$ cat src/rtl/fp32_pkg.sv
// FP32 field layout, stage bundles and helpers shared by the
// pipelined FP32 adder and subtractor.
package fp32_pkg;

    localparam int EXP_W    = 8;
    localparam int MAN_W    = 23;
    localparam int BIAS     = 127;
    localparam int SIGN_BIT = 31;
    localparam int EXP_MSB  = 30;
    localparam int EXP_LSB  = 23;
    localparam int MAN_MSB  = 22;

    typedef struct packed {
        logic             sign;
        logic [EXP_W-1:0] exp;
        logic [MAN_W-1:0] man;
    } fp32_t;

    typedef struct packed {
        logic             sign;
        logic             eff_sub;
        logic [EXP_W-1:0] exp;
        logic [EXP_W-1:0] diff;
        logic [MAN_W:0]   man_l;
        logic [MAN_W:0]   man_s;
    } s1_t;

    typedef struct packed {
        logic             sign;
        logic [EXP_W-1:0] exp;
        logic [MAN_W+1:0] sum;
    } s2_t;

    function automatic logic [MAN_W:0] hidden_man(fp32_t f);
        return {1'b1, f.man};
    endfunction

endpackage

$ cat src/rtl/fpsub_pipeline_lzc24.sv
// Leading-zero counter over 24 bits; an all-zero input
// reports 24.
module lzc24 (
    input  logic [23:0] d,
    output logic [4:0]  cnt
);

    always_comb begin
        cnt = 5'd24;
        for (int i = 0; i < 24; i++) begin
            if (d[i]) cnt = 5'(23 - i);
        end
    end

endmodule

$ cat src/rtl/fpsub_pipeline.sv
// Three-stage FP32 subtractor, out = A - B, truncating, with a
// valid/enable handshake and full cancellation support.
module fpsub_pipeline
    import fp32_pkg::*;
(
    input  logic        clk,
    input  logic        reset,
    input  logic        en,
    input  logic        valid_in,
    input  logic [31:0] reg_A,
    input  logic [31:0] reg_B,
    output logic        valid_out,
    output logic [31:0] out
);

    fp32_t a, b;
    logic  sign_bf;
    logic  a_large;
    logic [MAN_W:0] ma, mb;
    s1_t   s1_d, s1_q;
    s2_t   s2_d, s2_q;
    logic  v1_q, v2_q, v3_q;
    logic [31:0] out_q;

    assign a       = fp32_t'(reg_A);
    assign b       = fp32_t'(reg_B);
    assign sign_bf = ~reg_B[SIGN_BIT];
    assign ma      = hidden_man(a);
    assign mb      = hidden_man(b);

    // Full magnitude tie keeps A as the larger operand.
    assign a_large = (a.exp > b.exp) ||
                     ((a.exp == b.exp) && (ma >= mb));

    always_comb begin
        s1_d         = '0;
        s1_d.eff_sub = reg_A[SIGN_BIT] ^ sign_bf;
        if (a_large) begin
            s1_d.sign  = reg_A[SIGN_BIT];
            s1_d.exp   = a.exp;
            s1_d.diff  = a.exp - b.exp;
            s1_d.man_l = ma;
            s1_d.man_s = mb;
        end else begin
            s1_d.sign  = sign_bf;
            s1_d.exp   = b.exp;
            s1_d.diff  = b.exp - a.exp;
            s1_d.man_l = mb;
            s1_d.man_s = ma;
        end
    end

    logic [MAN_W:0] man_sh;

    always_comb begin
        man_sh = '0;
        if (s1_q.diff < 8'd24) man_sh = s1_q.man_s >> s1_q.diff;
        s2_d      = '0;
        s2_d.sign = s1_q.sign;
        s2_d.exp  = s1_q.exp;
        if (s1_q.eff_sub)
            s2_d.sum = {1'b0, s1_q.man_l} - {1'b0, man_sh};
        else
            s2_d.sum = {1'b0, s1_q.man_l} + {1'b0, man_sh};
    end

    logic [4:0]  lz;
    logic [23:0] norm;
    logic [31:0] res;

    lzc24 u_lzc (
        .d   (s2_q.sum[23:0]),
        .cnt (lz)
    );

    assign norm = s2_q.sum[23:0] << lz;

    always_comb begin
        unique case (1'b1)
            s2_q.sum[24]:
                res = {s2_q.sign, s2_q.exp + 8'd1, s2_q.sum[23:1]};
            (s2_q.sum == '0):
                res = 32'h0;
            default:
                res = {s2_q.sign, s2_q.exp - {3'b0, lz}, norm[22:0]};
        endcase
    end

    always_ff @(posedge clk) begin
        if (reset) begin
            s1_q  <= '0;
            s2_q  <= '0;
            v1_q  <= 1'b0;
            v2_q  <= 1'b0;
            v3_q  <= 1'b0;
            out_q <= '0;
        end else if (en) begin
            s1_q  <= s1_d;
            s2_q  <= s2_d;
            v1_q  <= valid_in;
            v2_q  <= v1_q;
            v3_q  <= v2_q;
            out_q <= res;
        end
    end

    assign valid_out = v3_q;
    assign out       = out_q;

endmodule

$ cat config.mk
export PLATFORM = sky130hd
export DESIGN_NAME = fpsub_pipeline
export DESIGN_NICKNAME = d
export VERILOG_FILES = /design/src/rtl/fp32_pkg.sv /design/src/rtl/fpsub_pipeline_lzc24.sv /design/src/rtl/fpsub_pipeline.sv
export SDC_FILE = /design/constraint.sdc
export NUM_CORES = 1
export LEC_CHECK = 0
export CORE_UTILIZATION = 43
export DETAILED_ROUTE_END_ITERATION = 16
export DONT_BUFFER_PORTS = 1
export HOLD_SLACK_MARGIN = 0.12
export MAX_ROUTING_LAYER = met4
export SKIP_CTS_REPAIR_TIMING = 1
export SYNTH_ARGS = -nofsm -noshare
export SYNTH_HDL_FRONTEND = slang
export SYNTH_HIERARCHICAL = 1
export SYNTH_SLANG_ARGS = --single-unit
$ cat constraint.sdc
create_clock -name clk -period 8.5 [get_ports clk]
set_input_delay 2.55 -clock clk [delete_from_list [all_inputs] [get_ports clk]]
set_output_delay 2.55 -clock clk [all_outputs]
set_load 0.005 [all_outputs]
==> results.toml <==
[status]
run_status = "finished clean"

[hold_path]
min-delay-start = "s1_q[65]"
hold_end = "s1_q[65]"
hold_depth = 2
hp-class = "flip-flop to flip-flop"

[placed_design]
gp_congestion = 0.9626
place_ws_ns = 2.525
io_buffers = 0
dp.cells = 1647
hpwl_um = 24250

[sta]
finalSetupViolCount = 0
slew_headroom = 0.4391
tightest_slew_ns = 0.8414
finalClockSkew_ns = 0.01877
hold_violations = 0
fmax_ghz = 0.1808
tns_ns = 0
setup_ws_ns = 2.970
period_minus_slack_ns = 5.530
drv_slew = 0
rsz0062_at_grt = "no"
post-route-period-util = 0.6506

[detailed_routing]
viasPerCell = 6.054
drt_iter0_markers = 691
firstDrtPassIters = 5
drc = 0
wl_um = 32580
wl_per_cell_um = 19.41
vias = 10160
antenna_left = 0

[yosys]
synth_fp_nets = 1546
synth_warnings = 6
synth_edf_count = 0
ys_ff_latch = 134
syn_inst = 1403
yosys.area.top_type = "dfxtp_1"
synth_top_area_frac = 0.2410
synth-async-reset-ratio = 0
yosysMostFrequentCell = "nor2_1"
ys_seq_area_frac = 0.2410
synth.distinct_cells = 91
synth.avg_cell_area_um2 = 7.933
synth_common_cells = "210 x nor2_1, 134 x dfxtp_1, 101 x mux2i_1, 100 x a21oi_1, 81 x nand2_1"
synth_area_um2 = 11130
synth-main-ff-cell = "dfxtp_1"
ys_top_cells_by_area = "dfxtp_1 24%, mux2i_1 9.1%, ha_1 8.0%"

[finish]
fin_util = 0.4675
multi_input_area_um2 = 7770
final_cells = 1678
syn2layout_area_growth_pct = 6.094
ff_latch_area_um2 = 2683
drive_gt1_frac = 0.07196
antenna_cells = 0
nFillCells = 2576
nets = 1479

[global_routing]
grt_max_degree = 196
grt_pass1_vias = 9404
track_usage = 0.2559
grt_pass1_wl_um = 52070
grtUsageMet1 = 0.3368
met2_usage = 0.3930
grt-busiest-layer = "met2"
antenna_found_initial = 0
grt_remaining_overflow = 0
grt_util_met3 = 0.06035

[power_and_ir_drop]
ir_drop_uv = 200.8
p_total_mw = 4.387
p_leak_nw = 4.797
pwr_density_cell_nw_per_um2 = 371.6

[die]
placementRows = 58
die_area_um2 = 26530
die_w_um = 162.9
die_y_um = 162.9
coreArea_um2 = 25250
start_util = 0.4407
io_pins = 101

[worst_setup_path]
crit_slowest_cell = "buf_4"
critPathCaptureType = "flip-flop"
startpoint_type = "input pin"
critical_path.max_stage_delay_ns = 0.75
reg2reg_depth = 17
cp_max_fo = 71
rrSetupSlack_ns = 3.06
rr_endpoint = "s2_q[24]"
crit_arrival_ns = 5.86
crit_chain = "inv_1 > ha_1 > a21o_1 > a31oi_1 > o21ai_0 > o41ai_1 > a2111oi_2 > nor2_4 > buf_4 > mux2i_1 > a211oi_1"
crit_type = "input pin to flip-flop"
required_ns = 8.83
reg2reg_from = "s1_q[54]"

[clock_tree]
cts_buffers = 17
insertion_delay_ns = 0.43
htree_levels = 4
cts_tree = "yes"
clkSinkCount = 134
clk_pin_slew_worst_paths_ns = 0.07
cts_buffer_depth = 2
cts_root_buf = "clkbuf_16"

[run]
cap_violations = 0
-- where the power goes --
part,internal [mW],switching (mW),leakage (nW),total [mW]
clock network,0.470,0.319,0.299,0.789
logic,1.11,1.53,3.39,2.64
registers,0.751,0.204,1.11,0.955
-- how the worst max path moves through the flow --
| stage | start | to | depth (start not counted) |
|---|---|---|---|
| 6_report | reg_B[2] | s1_q[35] | 11 |
| 5_1_grt | reg_A[25] | s1_q[35] | 11 |
| 4_1_cts | reg_B[2] | s1_q[35] | 11 |
| 3_5_place_dp | reg_B[2] | s1_q[28] | 11 |
| 3_3_place_gp | reg_A[0] | s1_q[28] | 11 |
| 2_1_floorplan | reg_A[23] | s1_q[53] | 12 |
-- through the flow --
stage | instance area, um2 | hold WS, ns
finish | 11810 | 0.4709
global placement | 11190 | 0.4518
floorplan | 11130 | 0.4407
detailed placement | 11190 | 0.4596
global route | 11810 | 0.5027
CTS | 11810 | 0.4648
-- critical path, delay by kind of cell --
| kind | cells | cell delay (ns) |
|---|---|---|
| AO/OA/AOI/OAI | 6 | 1.46 |
| adder cells (fa/ha/maj) | 1 | 0.28 |
| buffers and inverters | 2 | 0.78 |
| multiplexers | 1 | 0.17 |
| AND/OR/NAND/NOR | 1 | 0.56 |
-- cells by family after synthesis --
| family | after synthesis | share of synthesized area |
|---|---|---|
| AOI/OAI and AO/OA | 396 | 0.2507 |
| xor gates and xnor gates | 47 | 0.03699 |
| adders and majority gates | 75 | 0.08702 |
| buffers and inverters | 161 | 0.06228 |
| DFF | 134 | 0.2410 |
| muxes | 123 | 0.1242 |
| and+or+nand+nor | 467 | 0.1978 |
-- final cells by class --
| type | count | area share |
|---|---|---|
| multi-input cells | 1108 | 0.6580 |
| flip-flops and latches | 134 | 0.2272 |
| clock buffers | 17 | 0.03603 |
| well taps | 330 | 0.03497 |
| inverters | 63 | 0.02003 |
| clock inverters | 14 | 0.01611 |
| repair buffers | 12 | 0.007630 |
-- sequential cells by signal, indices dropped and copies added, names as in the netlist --
register	cells
s1_q	65
s2_q	34
out	32
v1_q	1
v2_q	1
valid_out	1
-- placed cells by master (no fill, tap or decap), drive strengths merged, types with 4 or more instances in the layout --
cell	netlist	final
o22ai	24	24
a21oi	101	101
a31oi	9	9
xor2	20	20
nor2	210	210
o31a	5	5
and3	8	8
nor3	47	47
and2	8	8
clkinv	2	5
or3	8	8
mux2	11	11
nand2b	12	12
xnor2	27	27
o21bai	12	12
dfxtp	134	134
a311oi	6	6
a22oi	5	5
nand4	6	6
a2111oi	5	5
o32ai	5	5
nand3	27	27
fa	4	4
o221ai	20	20
o21ai	41	41
clkbuf	73	17
o211ai	11	11
mux2i	101	101
ha	71	71
inv	61	68
nor2b	24	24
mux4	11	11
o21a	9	9
buf	25	12
nand2	81	81
a221oi	17	17
a211oi	70	70
a21o	21	21
nor4	16	16
-- per-layer routing --
layer  vias up  part of all wire
li1       5046                 -
met2       294              0.45
met4         0             0.015
met1      4780              0.47
met3        39             0.066
met5         -                 0
(Power assumes the default switching activity.)
